`config.mk`:
```
export PLATFORM = sky130hd
export DESIGN_NAME = step_ctrl_frontend
export DESIGN_NICKNAME = d
export VERILOG_FILES = /design/src/rtl/step_ctrl_frontend.sv
export SDC_FILE = /design/constraint.sdc
export NUM_CORES = 1
export LEC_CHECK = 0
export CORE_ASPECT_RATIO = 0.7
export CORE_UTILIZATION = 25
export CTS_CLUSTER_SIZE = 20
export DETAILED_ROUTE_END_ITERATION = 8
export PLACE_DENSITY = 0.44
export SETUP_SLACK_MARGIN = 0.3
export SLEW_MARGIN = 20
export SYNTH_ARGS = -nofsm -noshare
export SYNTH_HDL_FRONTEND = slang
export SYNTH_SLANG_ARGS = --single-unit
```
`constraint.sdc`:
```
create_clock -name clk -period 1.55 [get_ports clk]
set_input_delay 0.31 -clock clk [delete_from_list [all_inputs] [get_ports clk]]
set_output_delay 0.31 -clock clk [all_outputs]
set_load 0.02 [all_outputs]
```
`src/rtl/step_ctrl_frontend.sv`:
```
// Board-input front end for the 4-bit step counter: synchronise, debounce, mode cycling,
// load strobe capture and a prescaled count-enable tick.
module step_ctrl_frontend #(
  parameter int unsigned DEBOUNCE_CYCLES = 4,
  parameter int unsigned TICK_DIV        = 8
) (
  input  logic       clk,
  input  logic       reset,
  input  logic       btn_mode,
  input  logic       btn_load,
  input  logic       sw_run,
  input  logic [3:0] sw_data,
  output logic       load,
  output logic       count_en,
  output logic [1:0] c,
  output logic [3:0] data_in
);

  localparam int unsigned CntW = $clog2(DEBOUNCE_CYCLES + 1);
  localparam int unsigned PreW = $clog2(TICK_DIV);
  localparam logic [CntW-1:0] CntLast = CntW'(DEBOUNCE_CYCLES - 1);
  localparam logic [PreW-1:0] PreLast = PreW'(TICK_DIV - 1);

  // Encoding doubles as the c output value.
  typedef enum logic [1:0] {
    StPlus3 = 2'b00,
    StPlus1 = 2'b01,
    StHold  = 2'b11
  } mode_e;

  // Bit layout: [0] mode, [1] load, [2] run, [6:3] data.
  logic [6:0]      sync1_q, sync2_q;
  logic [2:0]      stable_q;
  logic [CntW-1:0] db_cnt_q [3];
  logic [1:0]      stable_dly_q, event_q;
  logic [PreW-1:0] presc_q;
  logic            load_q, count_en_q;
  logic [3:0]      data_q;
  mode_e           state_q, state_d;

  always_ff @(posedge clk or negedge reset) begin
    if (!reset) begin
      sync1_q <= '0;
      sync2_q <= '0;
    end else begin
      sync1_q <= {sw_data, sw_run, btn_load, btn_mode};
      sync2_q <= sync1_q;
    end
  end

  always_ff @(posedge clk or negedge reset) begin
    if (!reset) begin
      stable_q <= '0;
      for (int i = 0; i < 3; i++) db_cnt_q[i] <= '0;
    end else begin
      for (int i = 0; i < 3; i++) begin
        if (sync2_q[i] == stable_q[i]) begin
          db_cnt_q[i] <= '0;
        end else if (db_cnt_q[i] == CntLast) begin
          stable_q[i] <= sync2_q[i];
          db_cnt_q[i] <= '0;
        end else begin
          db_cnt_q[i] <= db_cnt_q[i] + CntW'(1);
        end
      end
    end
  end

  // Registered rising-edge events for the two push-buttons.
  always_ff @(posedge clk or negedge reset) begin
    if (!reset) begin
      stable_dly_q <= '0;
      event_q      <= '0;
    end else begin
      stable_dly_q <= stable_q[1:0];
      event_q      <= stable_q[1:0] & ~stable_dly_q;
    end
  end

  always_ff @(posedge clk or negedge reset) begin
    if (!reset) begin
      load_q     <= 1'b0;
      data_q     <= '0;
      presc_q    <= '0;
      count_en_q <= 1'b0;
    end else begin
      load_q <= event_q[1];
      if (event_q[1]) data_q <= sync2_q[6:3];
      // A load pulse suppresses the tick and restarts the prescaler phase.
      if (!stable_q[2] || event_q[1]) begin
        presc_q    <= '0;
        count_en_q <= 1'b0;
      end else begin
        count_en_q <= (presc_q == PreLast);
        presc_q    <= (presc_q == PreLast) ? '0 : presc_q + PreW'(1);
      end
    end
  end

  always_ff @(posedge clk or negedge reset) begin
    if (!reset) state_q <= StPlus3;
    else        state_q <= state_d;
  end

  always_comb begin
    state_d = state_q;
    if (event_q[0]) begin
      unique case (state_q)
        StPlus3: state_d = StPlus1;
        StPlus1: state_d = StHold;
        default: state_d = StPlus3;
      endcase
    end
    c = state_q;
  end

  assign load     = load_q;
  assign count_en = count_en_q;
  assign data_in  = data_q;

endmodule

```
==> results by group <==
Synthesis
  • Compound-Gate Fraction of Synth Area: 0.724%
  • Area contributors post-synth: dfrtp_1 (74%), mux2_2 (5.7%), ha_1 (4.5%)
  • Synth top area share: 74.2%
  • Ys flop type: dfrtp_1
  • Post-synth top area cell: dfrtp_1
  • Adder-cell area share of the yosys netlist: 4.52%
  • Synth top cells by count: dfrtp_1 (41), mux2_2 (7), ha_1 (5)
  • Synthesized-area fraction occupied by xor and xnor cells: 1.90%
  • Distinct cells, synth: 16
  • FFs w/ async S/R, synth: 100%
  • Mapped cell area: 1380 um2
  • Syn_nets: 94
  • Yosys warning total: 0
  • Syn Area/Cell: 17.3 um2
  • Largest family of logic cells by synthesized area: simple AND/OR/NAND/NOR gates
  • Yosys reg bits: 41
  • Mux share of post-synthesis cell area: 5.70%
  • Synth Area in Simple Gates: 12.7%
  • Seq/Total Area, Yosys: 74.2%
  • Most frequent cell after synthesis: dfrtp_1
  • EDFF count, synth: 0
  • Cells after synthesis: 80

Pwr
  • Leak Pwr: 0.770 nW
  • Max VDD drop: 0.000521 V
  • Power Total: 2.84 mW
  • PwrDens: 1670 nW/um2

Worst hold path
  • Min-delay src: sync1_q[4]
  • Hold EP: sync2_q[4]
  • Min-Delay Path Class: flop to flop
  • Hold path cells: 0

Global routing
  • Global-route wire length before repair: 3370 um
  • GR Util All Layers: 7.78%
  • Largest net degree at the start of global routing: 24
  • Grt total ovfl: 0
  • Initial antenna violation count: 0
  • Vias in the first global route: 765

Worst setup path
  • Worst-path fanout max: 3
  • Setup crit start kind: flop
  • Critical path required time: 1720 ps
  • Crit path kind: flop to flop
  • Critical Path End Type: flop
  • Worst path arrival time: 1340 ps
  • Reg2reg path depth: 3
  • Reg2reg end: stable_q[2]
  • Launch point of the worst path: db_cnt_q[0]
  • Worst flop-to-flop path startpoint: db_cnt_q[0]
  • R2R Setup Slk: 380 ps

Job
  • Max-capacitance violation count: 0

Floorplanning
  • Full die area: 5840 um2
  • Core ar.: 5290 um2
  • IO Pins: 17
  • Chip width: 90.9 um
  • Die Y: 64.2 um
  • Site row count: 22
  • Initial Util: 26.2%

Clock network
  • CTS tree: yes
  • CTS Buffer Depth: 2
  • Clk_lat worst skew: 280 ps
  • # clock sinks: 41
  • Inserted Clock Buffers: 5
  • Root Driver: clkbuf_8
  • Reg clk slew, reported paths: 70 ps
  • H-tree lvl count: 2

Timing
  • Fmax: 0.857 GHz
  • Hold WS: 350 ps
  • Slew margin rel.: 71.0%
  • Slew Limit Fails: 0
  • Final Skew: 2.88 ps
  • Setup_tns: 0 ps
  • Final period util: 75.3%
  • Min Clock Period, post-route: 1170 ps
  • RSZ-0062 raised after global routing: false
  • Worst slew pin tran: 435 ps
  • Setup violations, final: 0
  • Hold Fails Final Rpt: 0
  • Final WS setup: 383 ps

Route
  • Routed vias/inst: 3.80
  • Drt drc: 0
  • Final ANT Viol Nets: 0
  • Routed Wire Length: 1780 um
  • DR iter-0 viols: 22
  • Per-cell routed wire length: 10.1 um
  • Via Count: 672
  • Drt pass-1 iters: 3

Place
  • Number of port buffers: 16
  • HPWL after detailed placement: 1270 um
  • Worst slack at placement: 257 ps
  • Placer congestion estimate: 0.591
  • Placed inst area: 1650 um2
  • Inst Count DP: 169

Layout
  • Non-Filler Instances: 177
  • Fraction of layout cells with a size suffix above 1: 30.5%
  • Final nets: 120
  • Synthesis-to-layout area growth: 23.1%
  • Ant. Diodes: 0
  • Design Area, Final: 1700 um2
  • Final Util: 32.2%

Status
  • Status: completed
[registers in the layout, summed over array words and instances, names as in the netlist]
| signal | count |
|---|---|
| event_q | 2 |
| c | 2 |
| load | 1 |
| stable_q | 3 |
| data_in | 4 |
| stable_dly_q | 2 |
| sync2_q | 7 |
| count_en | 1 |
| presc_q | 3 |
| sync1_q | 7 |
| db_cnt_q | 9 |
[layout make-up]
class                           count  area, um2
Timing Repair Buffer               19        153
Sequential cell                    41       1030
Inverter                            1       3.75
Fill cell                         534       3580
Clock inverter                      1       5.00
Clock buffer                        5       68.8
Multi-Input combinational cell     38        355
Tap cell                           72       90.1
[cells by family after synthesis]
| logic type | after synthesis |
|---|---|
| simple gates | 21 |
| buf+inv | 1 |
| flops | 41 |
| compound gates | 2 |
| mux | 7 |
| fa+ha+maj | 5 |
| xor+xnor | 3 |
[critical path: stages, from the launching register on]
cell and delay, ps:
dfrtp_1 350, ha_2 190, nor2b_4 170, mux2_2 340
[routing by layer]
layer | wire, um | GRT usage [%] | part of all wire [%]
met5 | 0 | 0 | 0
met3 | 95 | 3.93 | 5.3
met4 | 8 | 4.17 | 0.45
met1 | 825 | 8.92 | 46
met2 | 851 | 11.9 | 48
[where the power goes]
| part | internal (mW) | switching [mW] |
|---|---|---|
| logic | 0.370 | 0.332 |
| registers | 1.36 | 0.173 |
| clock network | 0.296 | 0.319 |
| total | 2.02 | 0.824 |
[repair_timing]
item                                    CTS  global route
hold endpoints to repair                 18             0
setup buffers                             0             1
pin swaps                                 0             0
resized for setup                        24             8
endpoints found under the setup margin    8             8
hold buffers                              1             0
[how the worst max path moves through the flow]
stage,endpoint,slack (ps),cells after the start
detailed placement,c[1],260,1
global placement,c[1],280,1
global route,stable_q[2],310,3
finish,stable_q[2],380,3
floorplan,stable_q[2],440,3
CTS,c[1],290,1
[cell usage in the layout (no fill, tap or decap)]
master	netlist	routed
clkinv_2	0	1
clkbuf_2	0	1
dfrtp_1	41	41
clkdlybuf4s50_1	0	7
a21oi_1	1	1
inv_1	1	1
nor2b_1	2	2
buf_12	0	1
buf_4	0	1
ha_2	0	1
nand3b_1	1	1
nor2b_4	3	3
clkbuf_8	0	5
o21ai_0	1	1
dlygate4sd3_1	0	1
mux2_2	7	7
ha_1	5	4
nor2_1	1	1
buf_2	0	8
nor3b_2	3	3
and2_1	3	3
nor3b_1	4	4
nor3_1	3	3
nor2b_2	1	1
xnor2_1	3	3
No activity file was read; power rests on OpenSTA's default activity.
